===== config.mk =====
export PLATFORM = sky130hd
export DESIGN_NAME = ahb_reg_slave
export DESIGN_NICKNAME = d
export VERILOG_FILES = /design/src/rtl/ahb_reg_slave.sv
export SDC_FILE = /design/constraint.sdc
export NUM_CORES = 1
export LEC_CHECK = 0
export CAP_MARGIN = 20
export CORE_ASPECT_RATIO = 0.75
export CORE_MARGIN = 10
export CORE_UTILIZATION = 33
export DETAILED_ROUTE_END_ITERATION = 7
export GPL_ROUTABILITY_DRIVEN = 0
export PLACE_DENSITY_LB_ADDON = 0.2
export SETUP_SLACK_MARGIN = 0.1
export SYNTH_ARGS = -nofsm -noshare
export SYNTH_HDL_FRONTEND = slang
export SYNTH_SLANG_ARGS = --single-unit

===== constraint.sdc =====
create_clock -name clock -period 1.52 [get_ports clock]
set_input_delay 0.38 -clock clock [delete_from_list [all_inputs] [get_ports clock]]
set_output_delay 0.38 -clock clock [all_outputs]
set_load 0.01 [all_outputs]

===== src/rtl/ahb_reg_slave.sv =====
// ahb_reg_slave: AHB-Lite subordinate that turns single AHB transfers into a
// simple valid/ready register request and a single-cycle response.
// Build option: define AHB_REG_SLAVE_TIMEOUT_EN to abort a WAIT that sees no
// backend response within 255 cycles (ERROR response to the bus).
// Sizes above a word and misaligned transfers are answered with a two-cycle
// ERROR and never reach the backend.

module ahb_reg_slave (
    input  logic        clock,
    input  logic        reset,
    input  logic        auto_in_hready,
    output logic        auto_in_hreadyout,
    input  logic [1:0]  auto_in_htrans,
    input  logic [2:0]  auto_in_hsize,
    input  logic        auto_in_hwrite,
    input  logic [30:0] auto_in_haddr,
    input  logic [31:0] auto_in_hwdata,
    output logic        auto_in_hresp,
    output logic [31:0] auto_in_hrdata,
    output logic        reg_req_valid,
    input  logic        reg_req_ready,
    output logic        reg_req_write,
    output logic [30:0] reg_req_addr,
    output logic [31:0] reg_req_wdata,
    output logic [3:0]  reg_req_mask,
    input  logic        reg_resp_valid,
    input  logic [31:0] reg_resp_rdata,
    input  logic        reg_resp_error
);

    typedef enum logic [2:0] {
        ST_IDLE = 3'd0,
        ST_REQ  = 3'd1,
        ST_WAIT = 3'd2,
        ST_DONE = 3'd3,
        ST_ERR1 = 3'd4,
        ST_ERR2 = 3'd5
    } state_t;

    // Size/alignment legality of an AHB transfer: byte anywhere, halfword on
    // even addresses, word on word boundaries, nothing wider.
    function automatic logic xfer_legal_f(input logic [2:0] size, input logic [1:0] lo);
        logic ok;
        case (size)
            3'd0:    ok = 1'b1;
            3'd1:    ok = (lo[0] == 1'b0);
            3'd2:    ok = (lo == 2'b00);
            default: ok = 1'b0;
        endcase
        return ok;
    endfunction

    // Byte-enable pattern for a (legal) transfer; reads use the same lanes.
    function automatic logic [3:0] byte_mask_f(input logic [2:0] size, input logic [1:0] lo);
        logic [3:0] m;
        case (size)
            3'd0:    m = 4'b0001 << lo;
            3'd1:    m = 4'b0011 << {lo[1], 1'b0};
            3'd2:    m = 4'b1111;
            default: m = 4'b0000;
        endcase
        return m;
    endfunction

    state_t      state_r;
    state_t      next_state_s;
    logic        capture_s;
    logic        legal_s;
    logic        timeout_s;
    logic        hreadyout_r;
    logic        hresp_r;
    logic [31:0] hrdata_r;
    logic        req_valid_r;
    logic        req_write_r;
    logic [30:0] req_addr_r;
    logic [3:0]  req_mask_r;
    logic        unused_s;

    // HTRANS[0] only separates NONSEQ/SEQ and IDLE/BUSY, which are treated alike.
    assign unused_s = auto_in_htrans[0];

    // An address phase is ours only when the bus is ready, we are ready, and the
    // transfer is NONSEQ or SEQ.
    assign capture_s = auto_in_hready & hreadyout_r & auto_in_htrans[1];
    assign legal_s   = xfer_legal_f(auto_in_hsize, auto_in_haddr[1:0]);

`ifdef AHB_REG_SLAVE_TIMEOUT_EN
    logic [7:0] wait_cnt_r;

    // WAIT-cycle counter: held at zero outside WAIT so it starts clean on every
    // WAIT entry, counts one per WAIT cycle.
    always_ff @(posedge clock) begin
        if (reset) begin
            wait_cnt_r <= 8'd0;
        end else if (state_r != ST_WAIT) begin
            wait_cnt_r <= 8'd0;
        end else begin
            wait_cnt_r <= wait_cnt_r + 8'd1;
        end
    end

    // The 255th silent WAIT cycle is the last one: the counter would reach 255
    // on this edge, so the transfer is abandoned instead.
    assign timeout_s = (state_r == ST_WAIT) && (wait_cnt_r == 8'd254);
`else
    assign timeout_s = 1'b0;
`endif

    // Next-state logic of the transfer FSM.
    always_comb begin
        next_state_s = state_r;
        case (state_r)
            ST_IDLE, ST_DONE, ST_ERR2: begin
                if (capture_s) begin
                    if (legal_s) begin
                        next_state_s = ST_REQ;
                    end else begin
                        next_state_s = ST_ERR1;
                    end
                end else begin
                    next_state_s = ST_IDLE;
                end
            end
            ST_REQ: begin
                if (reg_req_ready) begin
                    next_state_s = ST_WAIT;
                end else begin
                    next_state_s = ST_REQ;
                end
            end
            ST_WAIT: begin
                if (reg_resp_valid) begin
                    if (reg_resp_error) begin
                        next_state_s = ST_ERR1;
                    end else begin
                        next_state_s = ST_DONE;
                    end
                end else if (timeout_s) begin
                    next_state_s = ST_ERR1;
                end else begin
                    next_state_s = ST_WAIT;
                end
            end
            ST_ERR1: begin
                next_state_s = ST_ERR2;
            end
            default: begin
                next_state_s = ST_IDLE;
            end
        endcase
    end

    // State register plus bus-facing outputs, all decoded from the next state so
    // that every output comes straight from a flop.
    always_ff @(posedge clock) begin
        if (reset) begin
            state_r     <= ST_IDLE;
            hreadyout_r <= 1'b1;
            hresp_r     <= 1'b0;
            hrdata_r    <= 32'd0;
            req_valid_r <= 1'b0;
        end else begin
            state_r     <= next_state_s;
            hreadyout_r <= (next_state_s == ST_IDLE) || (next_state_s == ST_DONE) ||
                           (next_state_s == ST_ERR2);
            hresp_r     <= (next_state_s == ST_ERR1) || (next_state_s == ST_ERR2);
            req_valid_r <= (next_state_s == ST_REQ);
            // DONE is only reached from WAIT on a good response, so the
            // response data is valid exactly when it is loaded here.
            if ((next_state_s == ST_DONE) && !req_write_r) begin
                hrdata_r <= reg_resp_rdata;
            end else begin
                hrdata_r <= 32'd0;
            end
        end
    end

    // Address-phase capture of direction, word address and byte lanes.
    always_ff @(posedge clock) begin
        if (reset) begin
            req_write_r <= 1'b0;
            req_addr_r  <= 31'd0;
            req_mask_r  <= 4'd0;
        end else if (capture_s) begin
            req_write_r <= auto_in_hwrite;
            req_addr_r  <= {auto_in_haddr[30:2], 2'b00};
            req_mask_r  <= byte_mask_f(auto_in_hsize, auto_in_haddr[1:0]);
        end else begin
            req_write_r <= req_write_r;
            req_addr_r  <= req_addr_r;
            req_mask_r  <= req_mask_r;
        end
    end

    assign auto_in_hreadyout = hreadyout_r;
    assign auto_in_hresp     = hresp_r;
    assign auto_in_hrdata    = hrdata_r;
    assign reg_req_valid     = req_valid_r;
    assign reg_req_write     = req_write_r;
    assign reg_req_addr      = req_addr_r;
    assign reg_req_mask      = req_mask_r;
    // Write data is only valid on the bus during the data phase, which is held
    // open (HREADYOUT low) for the whole request, so it is passed straight through.
    assign reg_req_wdata     = auto_in_hwdata;

endmodule


==> impl_metrics.env, run 1 <==
export IMPL_netlist_area_sq_um=2710
export IMPL_via_count=2418
export IMPL_fin_util_pct=56.7
export IMPL_critical_path_required_ns=1.76
export IMPL_drt_wl_total_um=8770
export IMPL_synth_warnings=0
export IMPL_worstSetupEndpointType="flop"
export IMPL_path_class="flop to flop"
export IMPL_seq_power_share_pct=47.0
export IMPL_synth_top_area_share_pct=53.1
export IMPL_num_rows=28
export IMPL_ant_nets=0
export IMPL_nets=545
export IMPL_ir_worst_vdd_uv=527
export IMPL_critPathBufInv=2
export IMPL_numCtsBuffers=9
export IMPL_initial_core_util_pct=34.1
export IMPL_grt_pass1_wl_um=13500
export IMPL_drive_above_1_share_pct=22.2
export IMPL_gr_usage_all_layers_pct=13.9
export IMPL_drcViolationCount=0
export IMPL_power_internal_mw=3.24
export IMPL_fin_cells=547
export IMPL_skew_ns=0.00670
export IMPL_violations="setup timing"
export IMPL_period_share_pct=105
export IMPL_fin_area_sq_um=4510
export IMPL_critPathArrivalTime_ns=1.84
export IMPL_coreArea_sq_um=7950
export IMPL_rsz0062_at_grt="true"
export IMPL_rr_worst_depth=7
export IMPL_reg2reg_from="state_r[2]"
export IMPL_p_comb_share_pct=19.3
export IMPL_yosysUniqueCellTypes=34
export IMPL_slew_viol_final=0
export IMPL_h_tree_depth=3
export IMPL_yosysSeqAreaShare_pct=53.1
export IMPL_areaGrowthSynthToFinish_pct=66.0
export IMPL_synthArstFlopShare_pct=0
export IMPL_hold_violations=0
export IMPL_fin_ws_ns=-0.0793
export IMPL_cp_max_fo=5
export IMPL_grt_overflow=0
export IMPL_yosys_area_top_type="dfxtp_1"
export IMPL_drtIter0Drc=76
export IMPL_status="finished with violations"
export IMPL_max_freq_mhz=625
export IMPL_leakage_nw=2.08
export IMPL_io_pins=210
export IMPL_crit_family="compound AO/OA/AOI/OAI gates"
export IMPL_pwr_density_cell_nw_per_um2=962
export IMPL_portBuffers=142
export IMPL_sw_frac_of_total_pct=25.3
export IMPL_die_y_um=98.5
export IMPL_insertion_delay_ns=0.35
export IMPL_clock_path_buffers=2
export IMPL_regArea_sq_um=1450
export IMPL_synth_cells=299
export IMPL_critPathMaxStageDelay_ns=0.37
export IMPL_fp_dieW_um=125
export IMPL_cts_root_buf="clkbuf_8"
export IMPL_power_net_switching_mw=1.09
export IMPL_grt_pass1_vias=2370
export IMPL_grt_max_degree=21
export IMPL_start_kind="flop"
export IMPL_max_cap_viol_count=0
export IMPL_dp_cells=518
export IMPL_ys_ff_latch=72
export IMPL_dieArea_sq_um=12300
export IMPL_fin_crit_ns=1.60
export IMPL_cts_num_sinks=72
export IMPL_setup_viol=2
export IMPL_r2r_slack_ns=-0.08
export IMPL_hpwlAfterDp_um=6370
export IMPL_synth_most_common_cell="dfxtp_1"
export IMPL_whs_ns=0.423
export IMPL_clk_pin_slew_worst_paths_ns=0.06
export IMPL_multiInputGateArea_sq_um=1040
export IMPL_synth_edf_count=0
export IMPL_fin_tns_setup_ns=-0.0836
export IMPL_wl_per_cell_um=16.0
export IMPL_place_area_sq_um=4110
export IMPL_synth_flop_cell="dfxtp_1"
export IMPL_firstDrtPassIters=4
export IMPL_hold_path_startpoint="reset"
export IMPL_antenna_cells=0
export IMPL_hold_end="auto_in_hresp"
export IMPL_min_path_cells=2
export IMPL_crit_path_top_delay_cell="dfxtp_4"
export IMPL_r2r_end="reg_req_valid"
export IMPL_holdBufCountCts=0
export IMPL_avgSynthCellArea_sq_um=9.08
export IMPL_cts_tree="built"
export IMPL_via_per_inst=4.42
export IMPL_hold_path_class="primary input to flop"
export IMPL_path_cells="buf_6 -> xor2_2 -> o21ai_2 -> a311oi_2 -> buf_4 -> nor2_2 -> and3_1"
export IMPL_grt_antenna_before_repair=0
export IMPL_clkPwrFrac_pct=33.7
export IMPL_synth_area_top_cells="dfxtp_1 (53%), buf_4 (9.4%), nand2_1 (9.0%)"
export IMPL_nFillCells=740
export IMPL_synth_common_cells="dfxtp_1 (72), nand2_1 (65), a21oi_1 (36)"
## routing by layer
| metal | wire, um | share of wire, % | vias up | GRT usage [%] |
|---|---|---|---|---|
| met3 | 997 | 11 | 11 | 8.08 |
| met4 | 100 | 1.1 | 0 | 4.47 |
| met5 | 0 | 0 | - | 0 |
| met2 | 3730 | 43 | 109 | 20.0 |
| met1 | 3940 | 45 | 1100 | 17.0 |
| li1 | - | - | 1198 | - |
## kinds of logic after synthesis
| kind of cell | Yosys count | share of synthesized area (%) |
|---|---|---|
| AOI/OAI and AO/OA | 51 | 10.5 |
| DFF | 72 | 53.1 |
| buffers and inverters | 51 | 12.2 |
| other | 1 | 0.138 |
| xor gates and xnor gates | 1 | 0.323 |
| and+or+nand+nor | 123 | 23.7 |
## layout make-up
class	instances	area share, %
Clock buffer	11	3.14
Clock inverter	4	1.00
Multi-Input combinational cell	177	23.2
Sequential cell	72	32.2
Tap cell	105	2.92
Inverter	2	0.167
Timing Repair Buffer	176	37.4
## how the worst max path moves through the flow
| stage | endpoint | cells after the start | from |
|---|---|---|---|
| after global routing | reg_req_valid | 7 | state_r[2] |
| final | reg_req_valid | 7 | state_r[2] |
| after global placement | reg_req_valid | 7 | auto_in_haddr[1] |
| after CTS | auto_in_hrdata[18] | 7 | state_r[0] |
| after floorplan | auto_in_hreadyout | 5 | auto_in_hsize[0] |
| after detailed placement | reg_req_valid | 7 | auto_in_haddr[1] |
## registers in the layout, summed over array words and instances (netlist names)
register / count
auto_in_hrdata: 32
auto_in_hreadyout: 1
reg_req_mask: 4
state_r: 3
reg_req_valid: 1
reg_req_addr: 29
reg_req_write: 1
auto_in_hresp: 1
## repair_timing
item,in CTS,in global routing
gates resized for setup,130,9
pin swaps,36,9
buffers inserted,10,2
hold endpoints to repair,0,0
cloned,3,0
endpoints found under the setup margin,106,42
## power groups by stage
stage	clock, mW	combinational [mW]	sequential [mW]
final	1.46	0.838	2.04
after global routing	1.58	0.918	2.05
after CTS	1.52	0.802	2.03
after detailed placement	0	0.776	2.08
after global placement	0	0.769	2.08
after floorplan	0	0.348	2.11
## through the flow
step | total power, mW | setup slack (ns)
6_report | 4.33 | -0.0793
2_1_floorplan | 2.46 | 0.120
3_5_place_dp | 2.86 | -0.529
4_1_cts | 4.35 | 0.0253
3_3_place_gp | 2.85 | -0.499
5_1_grt | 4.55 | -0.162
## worst register-to-register path: stages (launching register included)
cell	delay (ns)
dfxtp_4	0.37
buf_6	0.12
xor2_2	0.17
o21ai_2	0.09
a311oi_2	0.35
buf_4	0.17
nor2_2	0.03
and3_1	0.19
## placed cells by master (no fill, tap or decap), types with 4 or more instances in the layout
| master | count |
|---|---|
| dlygate4sd2_1 | 74 |
| dfxtp_1 | 69 |
| nand2_1 | 65 |
| clkdlybuf4s50_1 | 65 |
| a21oi_1 | 34 |
| and2_4 | 31 |
| buf_4 | 22 |
| clkbuf_8 | 10 |
| nor2_1 | 8 |
| buf_6 | 7 |
| o21ai_0 | 4 |
No activity file was read; power rests on OpenSTA's default activity.
==> inputs of run 2 (changes only) <==
--- a/config.mk
+++ b/config.mk
@@ -9,6 +9,7 @@
 export CORE_ASPECT_RATIO = 0.75
 export CORE_MARGIN = 10
 export CORE_UTILIZATION = 33
+export CTS_CLUSTER_SIZE = 12
 export DETAILED_ROUTE_END_ITERATION = 7
 export GPL_ROUTABILITY_DRIVEN = 0
 export PLACE_DENSITY_LB_ADDON = 0.2
==> results of run 2 <==
No change in the layout: final DEF, timing and power equal those of run 1.
==> inputs of run 3 (changes only) <==
--- a/config.mk
+++ b/config.mk
@@ -14,6 +14,7 @@
 export GPL_ROUTABILITY_DRIVEN = 0
 export PLACE_DENSITY_LB_ADDON = 0.2
 export SETUP_SLACK_MARGIN = 0.1
+export SLEW_MARGIN = 0
 export SYNTH_ARGS = -nofsm -noshare
 export SYNTH_HDL_FRONTEND = slang
 export SYNTH_SLANG_ARGS = --single-unit
==> constraint.sdc (replaced) <==
create_clock -name clock -period 1.52 [get_ports clock]
set_input_delay 0.38 -clock clock [delete_from_list [all_inputs] [get_ports clock]]
set_output_delay 0.38 -clock clock [all_outputs]
set_load 0.05 [all_outputs]
==> impl_metrics.env, run 3 (synthesis gave the netlist of run 1 again) <==
export IMPL_via_count=2367
export IMPL_holdBufCountCts=0
export IMPL_met3_length_um=971
export IMPL_fin_area_sq_um=5160
export IMPL_grt_antenna_before_repair=0
export IMPL_hold_path_class="primary input to flop"
export IMPL_via_per_inst=4.40
export IMPL_setup_viol=0
export IMPL_rr_worst_depth=6
export IMPL_crit_path_top_delay_cell="clkdlybuf4s50_1"
export IMPL_fin_ws_ns=0.0713
export IMPL_largest_reg_flops=32
export IMPL_areaGrowthSynthToFinish_pct=90.1
export IMPL_clk_pin_slew_worst_paths_ns=0.06
export IMPL_dieArea_sq_um=12300
export IMPL_io_pins=210
export IMPL_max_freq_mhz=690
export IMPL_hpwlAfterDp_um=6690
export IMPL_rsz0062_at_grt="true"
export IMPL_die_y_um=98.5
export IMPL_critPathArrivalTime_ns=1.68
export IMPL_slew_viol_final=0
export IMPL_cp_max_fo=4
export IMPL_r2r_end="reg_req_valid"
export IMPL_grt_overflow=0
export IMPL_grt_max_degree=33
export IMPL_met2_length_um=4170
export IMPL_gr_usage_all_layers_pct=13.4
export IMPL_worstSetupEndpointType="flop"
export IMPL_antenna_cells=0
export IMPL_dp_slack_ns=-0.502
export IMPL_place_area_sq_um=4780
export IMPL_hold_violations=0
export IMPL_path_cells="clkdlybuf4s50_1 -> a21oi_1 -> o21ai_1 -> o211ai_1 -> or2_4 -> and3_1"
export IMPL_num_rows=28
export IMPL_ir_worst_vdd_uv=659
export IMPL_crit_start="reg_resp_error"
export IMPL_ant_nets=0
export IMPL_r2r_slack_ns=0.10
export IMPL_clock_path_buffers=2
export IMPL_pwr_density_cell_nw_per_um2=902
export IMPL_max_cap_viol_count=0
export IMPL_drcViolationCount=0
export IMPL_fin_crit_ns=1.45
export IMPL_drt_wl_total_um=8950
export IMPL_skew_ns=0.00821
export IMPL_crit_end="reg_req_valid"
export IMPL_nets=535
export IMPL_firstDrtPassIters=4
export IMPL_highest_layer="met4"
export IMPL_wl_per_cell_um=16.6
export IMPL_critical_path_required_ns=1.75
export IMPL_start_kind="primary input"
export IMPL_final_cell_mix="buf_12 (70), dfxtp_1 (68), nand2_1 (65)"
export IMPL_leakage_nw=2.07
export IMPL_cts_root_buf="clkbuf_8"
export IMPL_critPathMaxStageDelay_ns=0.49
export IMPL_grt_pass1_wl_um=13200
export IMPL_period_share_pct=95.3
export IMPL_h_tree_depth=3
export IMPL_drive_above_1_share_pct=36.3
export IMPL_reg2reg_from="state_r[0]"
export IMPL_drt_met1_wl_um=3690
export IMPL_initial_core_util_pct=34.1
export IMPL_drtIter0Drc=115
export IMPL_cts_num_sinks=72
export IMPL_path_class="primary input to flop"
export IMPL_insertion_delay_ns=0.34
export IMPL_fp_dieW_um=125
export IMPL_coreArea_sq_um=7950
export IMPL_fin_tns_setup_ns=0
export IMPL_whs_ns=0.322
export IMPL_numCtsBuffers=9
export IMPL_layout_commonest_cell="buf_12"
export IMPL_grt_pass1_vias=2405
export IMPL_status="completed"
export IMPL_portBuffers=142
export IMPL_finalPower_mw=4.66
export IMPL_cts_tree="built"
-- run 3: layout make-up --
cell class	count	area (sq um)
sequential	72	1460
multi-input combinational	177	1040
clock buffer	13	149
timing repair buffer	166	2350
inverter	2	7.51
tap	105	131
fill	601	2790
clock inverter	3	16.3
-- run 3: worst max-delay path, delay by kind of cell --
family	cells	cell delay, ns
buffers and inverters	1	0.49
AND/OR/NAND/NOR	2	0.43
AO/OA/AOI/OAI	3	0.38
-- run 3: worst min path at each step --
stage	startpoint	endpoint	slack (ns)	cells after the start
2_1_floorplan	reset	state_r[0]	0.46	1
3_3_place_gp	reg_req_addr[16]	reg_req_addr[16]	0.48	2
3_5_place_dp	reg_req_mask[0]	reg_req_mask[0]	0.48	2
4_1_cts	reset	state_r[0]	0.30	2
5_1_grt	reset	state_r[0]	0.32	2
6_report	reset	state_r[0]	0.32	2
-- run 3: report_power, final --
group | total, mW | switching [mW] | internal [mW]
logic | 1.25 | 0.595 | 0.651
registers | 2.10 | 0.112 | 1.99
clock network | 1.31 | 0.676 | 0.635
total | 4.66 | 1.38 | 3.27
-- run 3: metal layers --
metal  GRT usage (%)  vias to the layer above
met5               0                        -
met1            14.9                     1069
li1                -                     1180
met2            20.5                      104
met4            5.00                        0
met3            8.40                       14
-- run 3: per-stage QoR --
step	utilization [%]	instances
floorplan	-	300
global placement	60.1	515
detailed placement	60.1	515
CTS	62.6	532
global route	64.9	538
finish	64.9	538
-- run 3: timing repair --
action	CTS	global route
endpoints found under the setup margin	37	64
gates resized for setup	18	46
setup buffers	1	3
pin swaps	4	35
cloned	0	3
==> variant 1 (config.mk and constraints of run 2) <==
Build with the macro `AHB_REG_SLAVE_TIMEOUT_EN` defined.
--- a/src/rtl/ahb_reg_slave.sv
+++ b/src/rtl/ahb_reg_slave.sv
@@ -6,2 +6,4 @@
 // ERROR and never reach the backend.
+
+`define AHB_REG_SLAVE_TIMEOUT_EN
 
Formal check against the unedited RTL: same outputs for any inputs over 10 cycles, from zero or initial values and one cycle with reset high; that may be too few to reach the edited logic, so the function may still have changed.
==> variant 1 against run 2 <==
The run still ends with setup timing left; area after synthesis up 24%; critical path type unchanged; largest cell class unchanged; design area increased by 25%; setup slack lost 0.11 ns; sequential cell count increased by 8; critical path depth is 2 lower; fmax fell by 6.5%; wire length up 18%; total power up 32%; largest power group is now clock.
==> variant 1: results (changes against run 2) <==
setup TNS -4.72 ns (was -0.0836 ns); Post-Syn Instances 342 (was 299); worst path arrival time 1.91 ns (was 1.84 ns); post-synth cell types 43 (was 34); non-filler cells, final 625 (was 547); Pre-antenna DRT Iters 4 (unchanged); top post-synthesis cells by area dfxtp_1, nor4b_2, buf_4 (was dfxtp_1, buf_4, nand2_1); Max FO, Critical Path 6 (was 5); Post-synth ARST share 0% (unchanged); commonest cells in the synthesized netlist dfxtp_1, nand2_1, buf_4 (was dfxtp_1, nand2_1, a21oi_1); WL per Instance 16.5 um (was 16.0 um); Clock Skew 0.00622 ns (was 0.00670 ns); Max Buffers Root-to-Sink 2 (unchanged); Post-DP Area 4930 um2 (was 4110 um2); dpl hpwl 7320 um (was 6370 um); Nets 595 (was 545); Peak supply drop 0.000672 V (was 0.000527 V); first-pass GRT wire length 15800 um (was 13500 um); clock transition at the registers of the reported paths 0.06 ns (about the same); post-cts sizing count 114 (was 130); Starting DRT DRC Count 80 (was 76); initial antenna violation count 2 (was 0); dpl cells 594 (was 518); Worst-Skew Late Latency 0.33 ns (was 0.35 ns); design area 5610 um2 (was 4510 um2); vias 2851 (was 2418); Setup WS pre-CTS -0.730 ns (was -0.529 ns); final setup margin -0.191 ns (was -0.0793 ns); leakage power 0.00239 uW (was 0.00208 uW); setup repair bufs after CTS 6 (was 10); final setup vio count 35 (was 2); largest net degree at the start of global routing 34 (was 21); worst min path class register to register (was primary input to register); aggregate global-route resource usage 13.5% (was 13.9%); H-Tree Depth 3 (unchanged); sequential fraction of the synthesis area 47.5% (was 53.1%); status finished with violations (unchanged); Num CTS Buffers 9 (unchanged); failing checks setup timing (unchanged); vias in the first global route 3034 (was 2370); layout cell share with drive strength beyond 1 25.9% (was 22.2%); root buffer cell clkbuf_16 (was clkbuf_8)
[variant 1: area by class of cell]
type                    count  area, um2
inverters                   2       7.51
clock inverters             7        144
multi-input cells         204       1580
flip-flops and latches     80       1610
fillers                   867       4200
well taps                 132        165
repair buffers            189       1870
diodes                      2       5.00
clock buffers               9        225
[variant 1: per-layer routing]
metal / track usage (%) / up-vias / wire length, um
li1: - / 1424 / -
met3: 7.84 / 10 / 1020
met5: 0 / - / 0
met1: 14.4 / 1335 / 4210
met4: 4.40 / 0 / 96
met2: 22.1 / 82 / 5010
[variant 1: worst paths after layout]
kind / depth (start not counted) / endpoint / start / slack (ns)
setup / recovery: 5 / auto_in_hreadyout / state_r[0] / -0.19
hold / removal: 2 / reg_req_addr[11] / reg_req_addr[11] / 0.45
setup reg to reg: 5 / auto_in_hreadyout / state_r[0] / -0.19
hold reg to reg: 2 / reg_req_addr[11] / reg_req_addr[11] / 0.45
[variant 1: kinds of logic (layout without fill, tap and decap cells)]
kind of cell,Yosys count,in the layout,synth area share (%)
AOI/OAI and AO/OA,53,53,9.39
DFF,80,80,47.5
other,1,4,0.111
buffers and inverters,59,207,11.7
and+or+nand+nor,139,139,28.5
xor gates and xnor gates,8,8,2.08
adders and majority gates,2,2,0.742
[variant 1: power breakdown]
part	internal [uW]	switching [uW]	total [uW]	leakage [uW]
logic	494	391	885	0.00156
registers	2170	36.9	2200	0.000651
clock network	1770	871	2640	0.000172
total	4430	1300	5730	0.00239
[variant 1: critical path, stage by stage (launching register included)]
cell,delay (ns)
dfxtp_4,0.37
or3b_4,0.42
a211oi_4,0.24
nor2_4,0.13
buf_6,0.14
a311o_1,0.28
==> variant 2 (settings of run 2) <==
Without the edit above. Re-encode `state_t` (6 states) as one-hot, 6 bits wide.
--- a/src/rtl/ahb_reg_slave.sv
+++ b/src/rtl/ahb_reg_slave.sv
@@ -30,9 +30,9 @@
 
-    typedef enum logic [2:0] {
-        ST_IDLE = 3'd0,
-        ST_REQ  = 3'd1,
-        ST_WAIT = 3'd2,
-        ST_DONE = 3'd3,
-        ST_ERR1 = 3'd4,
-        ST_ERR2 = 3'd5
+    typedef enum logic [5:0] {
+        ST_IDLE = 6'b000001,
+        ST_REQ  = 6'b000010,
+        ST_WAIT = 6'b000100,
+        ST_DONE = 6'b001000,
+        ST_ERR1 = 6'b010000,
+        ST_ERR2 = 6'b100000
     } state_t;
Formal check against the unedited RTL: same outputs for any inputs over 10 cycles, from zero or initial values and one cycle with reset high; not proved beyond that.
==> variant 2 against run 2 <==
Area after synthesis grew 3.0%; setup slack better by 0.14 ns; clock skew decreased by 0.0025 ns; total power increased by 5.8%; sequential cell count grew 3; wire length fell by 6.4%; design area down 1.0%; fmax rose by 9.4%; critical path type unchanged.
==> variant 2: results (changes against run 2) <==
status complete, no violations (was finished with violations); Starting DRT DRC Count 70 (was 76); WL per Instance 15.3 um (was 16.0 um); Clock Skew 0.00420 ns (was 0.00670 ns); CP delay by family, top simple AND/OR/NAND/NOR gates (was compound AO/OA/AOI/OAI gates); Post-Syn Instances 302 (was 299); worst path arrival time 1.74 ns (was 1.84 ns); leakage power 0.00205 uW (was 0.00208 uW); aggregate global-route resource usage 12.9% (was 13.9%); post-synth cell types 35 (was 34); top post-synthesis cells by area dfxtp_1, buf_4, nand2_1 (unchanged); Synth Area in Compound Gates 10.4% (was 10.5%); dpl cells 519 (was 518); routing usage on met3 11.5% (was 8.08%); global-route track usage on met1 14.3% (was 17.0%); design area 4460 um2 (was 4510 um2); Max FO, Critical Path 32 (was 5); final setup vio count 0 (was 2); FF-to-FF Start state_r[5] (was state_r[2]); vias in the first global route 2447 (was 2370); sequential fraction of the synthesis area 53.7% (was 53.1%); first-pass GRT wire length 13000 um (was 13500 um); largest net degree at the start of global routing 36 (was 21); Int Pwr 3560 uW (was 3240 uW); Worst-Skew Late Latency 0.33 ns (was 0.35 ns); Fin. Hold Viols 0 (unchanged); worst min path class register to register (was primary input to register); grt met2 use 17.8% (was 20.0%); n_diodes 0 (unchanged); XOR/XNOR share of the synthesized area 0.627% (was 0.323%); Hold Path Origin reg_req_mask[3] (was reset); Fillers 742 (was 740); post-cts sizing count 74 (was 130); commonest cells in the synthesized netlist dfxtp_1, nand2_1, a21oi_1 (unchanged); biggest cell delay along the critical path 0.35 ns (was 0.37 ns); Post-DP Area 4180 um2 (was 4110 um2); vias 2378 (was 2418); setup repair bufs after CTS 1 (was 10); root buffer cell clkbuf_16 (was clkbuf_8); non-filler cells, final 538 (was 547); Peak supply drop 0.000609 V (was 0.000527 V); CP max-delay cell dfxtp_2 (was dfxtp_4); dpl hpwl 6200 um (was 6370 um); layout cell share with drive strength beyond 1 12.0% (was 22.2%)
[variant 2: changes by cell type after synthesis, moves of 2 or more]
| cell | before | now |
|---|---|---|
| nor4_4 | 0 | 2 |
| buf_1 | 2 | 0 |
| o21a_1 | 0 | 2 |
| clkbuf_1 | 9 | 11 |
| nand3_1 | 1 | 3 |
| nand3b_1 | 3 | 0 |
| clkbuf_2 | 3 | 0 |
| dfxtp_1 | 72 | 75 |
| and2_1 | 3 | 32 |
| nand2_1 | 65 | 63 |
| and2_2 | 29 | 0 |
| buf_6 | 1 | 3 |
[variant 2: layer usage]
layer  part of all wire [%]  routed length (um)
met1                     43                3490
met2                     40                3270
met3                     16                1350
met4                    1.1                  93
met5                      0                   0
[variant 2: power by group through the flow]
stage	clock network, uW	registers [uW]	logic [uW]
after global placement	0	2080	485
after global routing	2230	2040	510
final	2090	2040	462
after detailed placement	0	2080	486
after CTS	2140	2040	463
after floorplan	0	2100	209
[variant 2: logic make-up (layout without fill, tap and decap cells)]
group | after synthesis | after routing
and+or+nand+nor | 121 | 121
DFF | 75 | 75
AOI/OAI and AO/OA | 52 | 52
buffers and inverters | 51 | 181
xor gates and xnor gates | 2 | 2
other | 1 | 2
[variant 2: final timing paths]
path	to	slack [ns]	cells past startpoint
hold / removal	reg_req_mask[3]	0.45	2
setup reg to reg	auto_in_hrdata[3]	0.06	5
setup / recovery	auto_in_hrdata[3]	0.06	5
hold reg to reg	reg_req_mask[3]	0.45	2
[variant 2: layout make-up]
cell class                      instances  share of cell area (%)
Clock buffer                           10                    5.13
Sequential cell                        75                    33.9
Timing Repair Buffer                  163                    34.1
Tap cell                              105                    2.95
Inverter                                2                   0.168
Clock inverter                          6                    1.43
Multi-Input combinational cell        177                    22.3
